==> src/rtl/page_ram_write_arbiter.sv <==
// rtl/page_ram_write_arbiter.sv - page RAM write-port arbiter with burst lock and read sequencing
//
// Purpose:
//   Shares the single write port of the packet-scheduler page RAM between
//   N_REQ ingress writers. Arbitration is round-robin. A multi-beat burst locks
//   the port to its owner until the owner's last beat is accepted. The module
//   also drives the RAM read port for one reader, with a fixed 1-cycle response.
//
// Optional feature macro: PAGE_ARB_LOCK_TIMEOUT_EN
//   When it is defined, a lock whose owner stays idle for TIMEOUT_CYCLES
//   cycles is released and lock_abort pulses for one cycle. When it is not
//   defined, the lock is held until the owner's last beat and lock_abort is 0.
//
// Ports:
//   clk, rst_n          clock, asynchronous active-low reset
//   req_valid/last      per-requester beat valid / last beat of burst
//   req_addr/data       packed per-requester address / data, requester i at slice i
//   req_ready           per-requester accept (combinational)
//   rd_req, rd_addr     read request (always accepted) and read address
//   rd_rsp_valid/data   read response, 1 cycle after rd_req
//   ram_we/write_addr/data  registered write port to the RAM
//   ram_read_addr, ram_q    RAM read port (ram_q valid 1 cycle after the address)
//   busy                burst lock held
//   lock_abort          one-cycle pulse when a lock is forcibly released
module page_ram_write_arbiter #(
  parameter int N_REQ          = 4,
  parameter int DATA_WIDTH     = 40,
  parameter int ADDR_WIDTH     = 16,
  parameter int TIMEOUT_CYCLES = 64
) (
  input  logic                        clk,
  input  logic                        rst_n,
  input  logic [N_REQ-1:0]            req_valid,
  input  logic [N_REQ-1:0]            req_last,
  input  logic [N_REQ*ADDR_WIDTH-1:0] req_addr,
  input  logic [N_REQ*DATA_WIDTH-1:0] req_data,
  output logic [N_REQ-1:0]            req_ready,
  input  logic                        rd_req,
  input  logic [ADDR_WIDTH-1:0]       rd_addr,
  output logic                        rd_rsp_valid,
  output logic [DATA_WIDTH-1:0]       rd_rsp_data,
  output logic                        ram_we,
  output logic [ADDR_WIDTH-1:0]       ram_write_addr,
  output logic [DATA_WIDTH-1:0]       ram_data,
  output logic [ADDR_WIDTH-1:0]       ram_read_addr,
  input  logic [DATA_WIDTH-1:0]       ram_q,
  output logic                        busy,
  output logic                        lock_abort
);

  localparam int PTR_W = (N_REQ > 1) ? $clog2(N_REQ) : 1;
  localparam int SUM_W = PTR_W + 1;

  typedef enum logic {IDLE, LOCKED} state_t;

  state_t           state, state_nxt;
  logic [PTR_W-1:0] rr_ptr, rr_ptr_nxt;
  logic [PTR_W-1:0] owner, owner_nxt;

  logic [PTR_W-1:0] win_idx, acc_idx, cand;
  logic [SUM_W-1:0] sum;
  logic             win_found, accept, sel_last, abort;
  logic [ADDR_WIDTH-1:0] sel_addr;
  logic [DATA_WIDTH-1:0] sel_data;

  function automatic logic [PTR_W-1:0] next_ptr(input logic [PTR_W-1:0] p);
    return (p == PTR_W'(N_REQ - 1)) ? '0 : p + 1'b1;
  endfunction

  always_comb begin
    win_found  = 1'b0;
    win_idx    = '0;
    cand       = '0;
    sum        = '0;
    req_ready  = '0;
    acc_idx    = '0;
    sel_last   = 1'b0;
    sel_addr   = '0;
    sel_data   = '0;
    state_nxt  = state;
    rr_ptr_nxt = rr_ptr;
    owner_nxt  = owner;

    // Scan offsets from the far end toward rr_ptr so that the valid
    // requester closest to rr_ptr (modulo N_REQ) is the last to be written.
    for (int k = N_REQ - 1; k >= 0; k--) begin
      sum = {1'b0, rr_ptr} + SUM_W'(k);
      if (sum >= SUM_W'(N_REQ)) sum = sum - SUM_W'(N_REQ);
      cand = sum[PTR_W-1:0];
      if (req_valid[cand]) begin
        win_found = 1'b1;
        win_idx   = cand;
      end
    end

    if (state == IDLE) begin
      acc_idx = win_idx;
      if (win_found) req_ready[win_idx] = 1'b1;
    end else begin
      acc_idx = owner;
      req_ready[owner] = 1'b1;
    end

    accept = |(req_valid & req_ready);

    for (int i = 0; i < N_REQ; i++) begin
      if (PTR_W'(i) == acc_idx) begin
        sel_last = req_last[i];
        sel_addr = req_addr[i*ADDR_WIDTH +: ADDR_WIDTH];
        sel_data = req_data[i*DATA_WIDTH +: DATA_WIDTH];
      end
    end

    case (state)
      IDLE: begin
        if (accept) begin
          if (sel_last) begin
            rr_ptr_nxt = next_ptr(acc_idx);
          end else begin
            state_nxt = LOCKED;
            owner_nxt = acc_idx;
          end
        end
      end
      LOCKED: begin
        // A timed-out lock is dropped even if the owner wakes up in the
        // abort cycle; that beat is still written.
        if ((accept && sel_last) || abort) begin
          state_nxt  = IDLE;
          rr_ptr_nxt = next_ptr(owner);
        end
      end
      default: state_nxt = IDLE;
    endcase
  end

  always_ff @(posedge clk or negedge rst_n) begin
    if (!rst_n) begin
      state          <= IDLE;
      rr_ptr         <= '0;
      owner          <= '0;
      ram_we         <= 1'b0;
      ram_write_addr <= '0;
      ram_data       <= '0;
      rd_rsp_valid   <= 1'b0;
    end else begin
      state        <= state_nxt;
      rr_ptr       <= rr_ptr_nxt;
      owner        <= owner_nxt;
      ram_we       <= accept;
      rd_rsp_valid <= rd_req;
      if (accept) begin
        ram_write_addr <= sel_addr;
        ram_data       <= sel_data;
      end
    end
  end

`ifdef PAGE_ARB_LOCK_TIMEOUT_EN
  localparam int CNT_W = $clog2(TIMEOUT_CYCLES + 1);

  logic [CNT_W-1:0] to_cnt;
  logic             lock_abort_q;

  assign abort = (state == LOCKED) && (to_cnt == CNT_W'(TIMEOUT_CYCLES));

  // The counter is held at 0 outside LOCKED, which also clears it on lock entry.
  always_ff @(posedge clk or negedge rst_n) begin
    if (!rst_n) begin
      to_cnt       <= '0;
      lock_abort_q <= 1'b0;
    end else begin
      lock_abort_q <= abort;
      if (state != LOCKED || state_nxt != LOCKED || accept) to_cnt <= '0;
      else                                                  to_cnt <= to_cnt + 1'b1;
    end
  end

  assign lock_abort = lock_abort_q;
`else
  assign abort      = 1'b0;
  assign lock_abort = 1'b0;
`endif

  assign busy          = (state == LOCKED);
  assign ram_read_addr = rd_addr;
  assign rd_rsp_data   = ram_q;

endmodule

==> config.mk <==
export PLATFORM = sky130hd
export DESIGN_NAME = page_ram_write_arbiter
export DESIGN_NICKNAME = d
export VERILOG_FILES = /design/src/rtl/page_ram_write_arbiter.sv
export SDC_FILE = /design/constraint.sdc
export NUM_CORES = 1
export LEC_CHECK = 0
export ABC_AREA = 1
export BUFFER_PORTS_ARGS = -buffer_cell sky130_fd_sc_hd__buf_2
export CAP_MARGIN = 25
export CORE_AREA = 2 2 162 164
export CTS_CLUSTER_DIAMETER = 150
export DETAILED_ROUTE_END_ITERATION = 6
export DIE_AREA = 0 0 164 166
export SYNTH_ARGS = -nofsm -noshare
export SYNTH_HDL_FRONTEND = slang
export SYNTH_SLANG_ARGS = --single-unit
==> constraint.sdc <==
create_clock -name clk -period 8.29 [get_ports clk]
set_input_delay 0.4145 -clock clk [delete_from_list [all_inputs] [get_ports clk]]
set_output_delay 0.4145 -clock clk [all_outputs]
set_load 0.02 [all_outputs]
# Yosys cells after proc, flatten, opt, wreduce, memory -nomap -nowiden

Cells that the tools add are included.

Magnitude comparators: 12
Bitwise gates (word level): 3
Add/subtract/negate cells: 9
Eq/ne operators: 8
Multiplexer cells: 49
Reductions and logical operators: 7

Operators with widths:

| cell                                                              | count |
|---|---|
| two-way mux 40 bit                                                | 4 |
| two-way mux 16 bit                                                | 4 |
| two-way mux 2 bit                                                 | 14 |
| less-than comparator 2 x 3 -> 1 bit, second input constant        | 6 |
| two-way mux 1 bit                                                 | 17 |
| greater-or-equal comparator 3 bit, second input constant          | 3 |
| binary-select mux 1 bit (select 2 bit)                            | 4 |
| two-way mux 4 bit                                                 | 2 |
| subtractor 2 x 1 -> 2 bit, second input constant                  | 4 |
| adder 2 x 2 -> 3 bit, second input constant                       | 2 |
| AND reduction 3 bit                                               | 2 |
| adder 2 x 1 -> 2 bit, second input constant                       | 2 |
| bitwise AND 4 bit                                                 | 1 |
| demux 1 bit (select 2 bit)                                        | 2 |
| == test 2 bit, first input constant                               | 2 |
| == test 2 bit, second input constant                              | 2 |
| greater-or-equal comparator 2 x 1 -> 1 bit, second input constant | 2 |
| != test 2 bit, second input constant                              | 2 |
| case mux 2 bit (2 select lines)                                   | 1 |
| OR reduction 4 bit                                                | 1 |
| adder 2 x 1 -> 3 bit, second input constant                       | 1 |
| greater-or-equal comparator 2 x 3 -> 1 bit, second input constant | 1 |
| logical AND 1 bit                                                 | 3 |
| == test 1 x 2 -> 1 bit, first input constant                      | 1 |
| 4 further kinds                                                   | 5 |

Register bits: 63
Output and inout bits: 120
Input bits: 291

# Longest topological paths before layout

Depth in word-level cells: 20
Depth in mapped cells: 23
Depth with buffers taken out: 22

# Least setup slack after synthesis

OpenSTA, ideal clock, no wires.

Path type: reg2reg
Start: register rr_ptr[0]
End: register ram_data[31]
Setup slack: 5.434 ns
Library setup time: 0.074 ns
Data arrival time: 2.782 ns
Stages on the path, launching flop included: 24
Clock period less this slack: 2.856 ns
Path through: dfrtp_1 -> buf_6 -> inv_4 -> nand2_1 -> nand2_1 -> nand2_1 -> nand2_1 -> nand2_1 -> nand2_1 -> nand2_1 -> nand2_2 -> nand2_1 -> o21ai_0 -> inv_1 -> ha_1 -> inv_1 -> clkbuf_1 -> buf_1 -> nand3_1 -> nand2_1 -> o21ai_0 -> o21ai_0 -> nand2_1 -> o21ai_2

Elaborated cells on any way between the ends: 49
Those cells by class: 7 x add/sub; 6 x order compare; 3 x eq/ne; 29 x mux; 1 x bitwise; 3 x reduce/logical

RTL lines:

| element                                                                        | line | RTL |
|---|---|---|
| start, declared                                                                | 57   | `logic [PTR_W-1:0] rr_ptr, rr_ptr_nxt;` |
| start signal, assigned                                                         | 148  | `rr_ptr <= rr_ptr_nxt;` |
| adder 2 x 2 -> 3 bit                                                           | 87   | `sum = {1'b0, rr_ptr} + SUM_W'(k);` |
| greater-or-equal comparator 3 bit or subtractor 2 x 1 -> 2 bit (tied branches) | 88   | `if (sum >= SUM_W'(N_REQ)) sum = sum - SUM_W'(N_REQ);` |
| two-way mux 2 bit                                                              | 88   |  |
| binary-select mux 1 bit (select 2 bit)                                         | 90   | `if (req_valid[cand]) begin` |
| two-way mux 1 bit (not written as such)                                        | 90   |  |
| two-way mux 2 bit (3 in a row)                                                 | 90   |  |
| two-way mux 2 bit (*)                                                          | 90   |  |
| two-way mux 2 bit (*)                                                          | 96   | `if (state == IDLE) begin` |
| via acc_idx[0]                                                                 | 60   | `logic [PTR_W-1:0] win_idx, acc_idx, cand;` |
| zero test 2 bit                                                                | 107  | `if (PTR_W'(i) == acc_idx) begin` |
| two-way mux 40 bit (3 in a row)                                                | 107  |  |
| two-way mux 40 bit (*)                                                         | 107  |  |
| end signal, assigned                                                           | 154  | `ram_data <= sel_data;` |
| end, declared                                                                  | 44   | `output logic [DATA_WIDTH-1:0] ram_data,` |

Mark *: on every way through the listed nets, which the timed path passes. The rest lies on a longest branch. The select of a mux whose other input is x is not followed.
A chain may end at the register's enable or synchronous reset.

# Worst setup path in the final report

Start: register rr_ptr[0]
End: register owner[1]

Elaborated cells on any way between the ends: 51
Those cells by class: 7 x add/sub; 6 x order compare; 3 x eq/ne; 29 x mux; 2 x bitwise; 4 x reduce/logical

RTL lines:

| element                                                                        | line | RTL |
|---|---|---|
| adder 2 x 2 -> 3 bit                                                           | 87   |  |
| greater-or-equal comparator 3 bit or subtractor 2 x 1 -> 2 bit (tied branches) | 88   |  |
| two-way mux 2 bit                                                              | 88   |  |
| binary-select mux 1 bit (select 2 bit)                                         | 90   |  |
| two-way mux 1 bit (not written as such)                                        | 90   |  |
| two-way mux 2 bit (3 in a row)                                                 | 90   |  |
| two-way mux 2 bit (*)                                                          | 90   |  |
| two-way mux 2 bit (*)                                                          | 96   |  |
| via acc_idx[0]                                                                 | 60   |  |
| zero test 2 bit                                                                | 107  |  |
| two-way mux 1 bit (3 in a row)                                                 | 107  |  |
| two-way mux 1 bit (*)                                                          | 107  |  |
| NOT 1 bit (no source line) (*)                                                 | --   |  |
| AND reduction 3 bit (no source line) (*)                                       | --   |  |
| end signal, assigned                                                           | 149  | `owner <= owner_nxt;` |
| end, declared                                                                  | 58   | `logic [PTR_W-1:0] owner, owner_nxt;` |

Marks and branches as above.

==> results by group <==
Synth
  – Gate Count Post-Synth: 801
  – Post-synth net total: 1100
  – Avg Cell Area, Syn: 6.58 um^2
  – Yosys reg bits: 63
  – Register area share after synthesis: 0.299
  – Post-Syn Area: 5270 um^2
  – Synth cell types: 27
  – Warnings, synthesis: 0

Global route
  – Pin count of the biggest net entering global routing: 66
  – Vias in the first global route: 5605
  – Initial antenna violation count: 1
  – First-pass GRT wire length: 30.6 mm
  – GRT Total Usage: 0.146
  – Grt ovf: 0

Worst setup path
  – Setup Crit Path Kind: reg -> reg
  – CP endpoint kind: register
  – Crit path DAT: 4.02 ns
  – Crit path max fanout: 32
  – Crit path launch type: register
  – CP required: 8.55 ns

Place
  – Port Buffer Count: 297
  – DP HPWL: 15.0 mm
  – Routability Congestion: 0.854

Timing
  – Slew Limit Headroom: 0.407
  – RSZ-0062 raised after global routing: false
  – Worst Tran Pin Value: 0.890 ns
  – Period minus WS final: 3.75 ns
  – FMAX: 0.266 GHz
  – Setup TNS: 0 ns
  – Endpoints failing setup: 0
  – Endpoints failing hold: 0
  – Final period utilization: 0.453
  – Slew Viols, Final: 0
  – Final Skew: 0.0118 ns

Clock tree
  – Htree depth: 3
  – CTS Buf Count: 9
  – Root Buffer Master: clkbuf_16
  – Longest Clk Path Bufs: 2
  – CTS tree: yes
  – Reg clk slew, reported paths: 0.06 ns
  – Hold_buf cts: 0
  – Buffer count from post-CTS setup fixing: 0
  – CTS resizes: 0
  – Clk sink count: 63
  – Clock Latency Late Sink: 0.34 ns

Route
  – Antenna Violating Nets Remaining: 0
  – Wirelength per Cell: 15.1 um
  – Final wirelength: 20.4 mm
  – DR pass1 iterations: 5
  – Post-route DRC: 0
  – DR vias/cell: 4.48
  – Via count: 6022
  – Iter 0 DRT Violations: 405

Floorplan
  – Initial Utilization: 0.206
  – Die area: 27200 um^2
  – Die Y: 166 um
  – Ports: 411
  – Die W: 164 um
  – Core Area: 25600 um^2
  – Site Rows: 59

Cells and area
  – Layout Nets: 1303
  – Final core utilization: 0.267
  – Multi-input gate area: 2710 um^2
  – Register area: 1580 um^2
  – Layout area overhead: 29.7%
  – Layout cell share with drive strength beyond 1: 0.369
  – Antenna Cells: 0
  – Filler Cell Count: 2883

Run status
  – Status: completed

Run
  – Max Cap Viol: 0

Power
  – Pwr Total: 3.80 mW
  – Maximum resistive drop on vdd: 0.000345 V
  – Leak pwr: 3.59 nW
  – P per Cell Area: 556 nW/um^2

Min path
  – Hold WC Path Type: in -> reg
worst max-delay path, cell delays in order, from the launching register on:
cell and delay [ns]:
dfrtp_1 0.48, inv_4 0.14, nand2_1 0.07, nand2_1 0.09, nand2_1 0.08, nand2_1 0.09, nand2_1 0.08, nand2_1 0.06
nand2_1 0.06, nand2_2 0.09, nand2_1 0.12, o21ai_0 0.25, inv_1 0.21, ha_2 0.24, inv_2 0.38, buf_4 0.47
nand3_1 0.15, nand2_1 0.10, a22oi_1 0.07, inv_1 0.15, nor2_1 0.08, nand2_1 0.10, nand2_1 0.07, nand2_1 0.06
logic make-up after synthesis:
logic type,after synthesis,share of synthesized area
simple gates,306,0.239
flops,63,0.299
buf+inv,189,0.192
fa+ha+maj,8,0.0190
other cells,1,0.000711
compound gates,234,0.250
routing by layer:
layer | vias up | share of wire | wire, um | global-route usage
li1 | 2953 | - | - | -
met1 | 2777 | 0.43 | 8860 | 0.184
met2 | 246 | 0.47 | 9600 | 0.241
met3 | 44 | 0.068 | 1380 | 0.0355
met4 | 2 | 0.025 | 516 | 0.0503
met5 | - | 0.00034 | 7 | 0
state kept, by name, summed over array words and instances (netlist names), named ones only:
signal and count:
ram_data 40, rd_rsp_valid 1, rr_ptr 2, owner 2, ram_write_addr 16, ram_we 1
power breakdown:
group	leakage (nW)	switching (mW)	internal [mW]
combinational	2.65	1.94	0.910
sequential	0.792	0.0851	0.477
clock	0.146	0.147	0.240
cells in the mapped netlist:
library cell  count  area (um^2)
buf_4            57          428
o21ai_0         121          606
a21boi_0          1         7.51
inv_4             1         6.26
or3_1             1         6.26
nand2_1         224          841
clkbuf_1         38          143
inv_2             2         7.51
buf_1             7         26.3
buf_6            10          113
or2_2             2         12.5
dfrtp_1          63         1580
conb_1            1         3.75
o21ai_1          14         70.1
buf_8             1         15.0
a22oi_1           1         7.51
a21oi_1          59          295
ha_1              8          100
nand3_2           1         10.0
nor2_1            3         11.3
nand2_2           3         18.8
inv_1            71          267
buf_2             1         5.00
o21ai_2          37          324
a21boi_1          1         7.51
clkinv_1          1         3.75
nand3_1          72          360
final timing paths:
kind                               from                end  slack [ns]  cells after the start
min                              rd_req       rd_rsp_valid        0.18                      1
min reg2reg                ram_data[22]       ram_data[22]        0.52                      2
max reg2reg                   rr_ptr[0]           owner[1]        4.54                     23
min in group asynchronous         rst_n  ram_write_addr[5]        0.20                      1
max in group asynchronous         rst_n          rr_ptr[1]        7.50                      1
max                           rr_ptr[0]           owner[1]        4.54                     23
cells in the final DEF, fill, tap and decap left out:
master     netlist  routed
o21ai_1         14      14
buf_2            1     296
clkinv_2         0       3
dfrtp_1         63      63
nand2_1        224     224
inv_2            2       4
nand3_4          0       1
inv_4            1       1
ha_1             8       4
or3_1            1       1
a22oi_1          1       1
o21ai_0        121     121
buf_4           57      10
or2_2            2       2
a21boi_1         1       1
ha_2             0       3
a21oi_1         59      59
nand2_2          3       3
inv_1           71      69
o21ai_2         37      37
clkbuf_16        0       9
a21boi_0         1       1
clkbuf_1        38       2
ha_4             0       1
bufinv_16        0       1
conb_1           1       1
nor2_1           3       3
clkinv_1         1       1
nand3_1         72      72
clkbuf_8         0       1
cell type report:
type                       instances  share of cell area
inverter                          75              0.0415
clock buffer                      12              0.0361
sequential                        63               0.231
multi-input combinational        549               0.396
tap                              335              0.0613
clock inverter                     4             0.00659
timing repair buffer             306               0.228
through the flow:
step                hold WS, ns  setup WS, ns  instance area (um^2)  cells
global route              0.169          4.01                  6840   1344
detailed placement        0.511          4.53                  6550   1328
finish                    0.185          4.54                  6840   1344
global placement          0.510          4.62                  6550   1328
CTS                       0.158          4.50                  6840   1344
floorplan                 0.119          5.43                  5270    801
(Power assumes the default switching activity.)
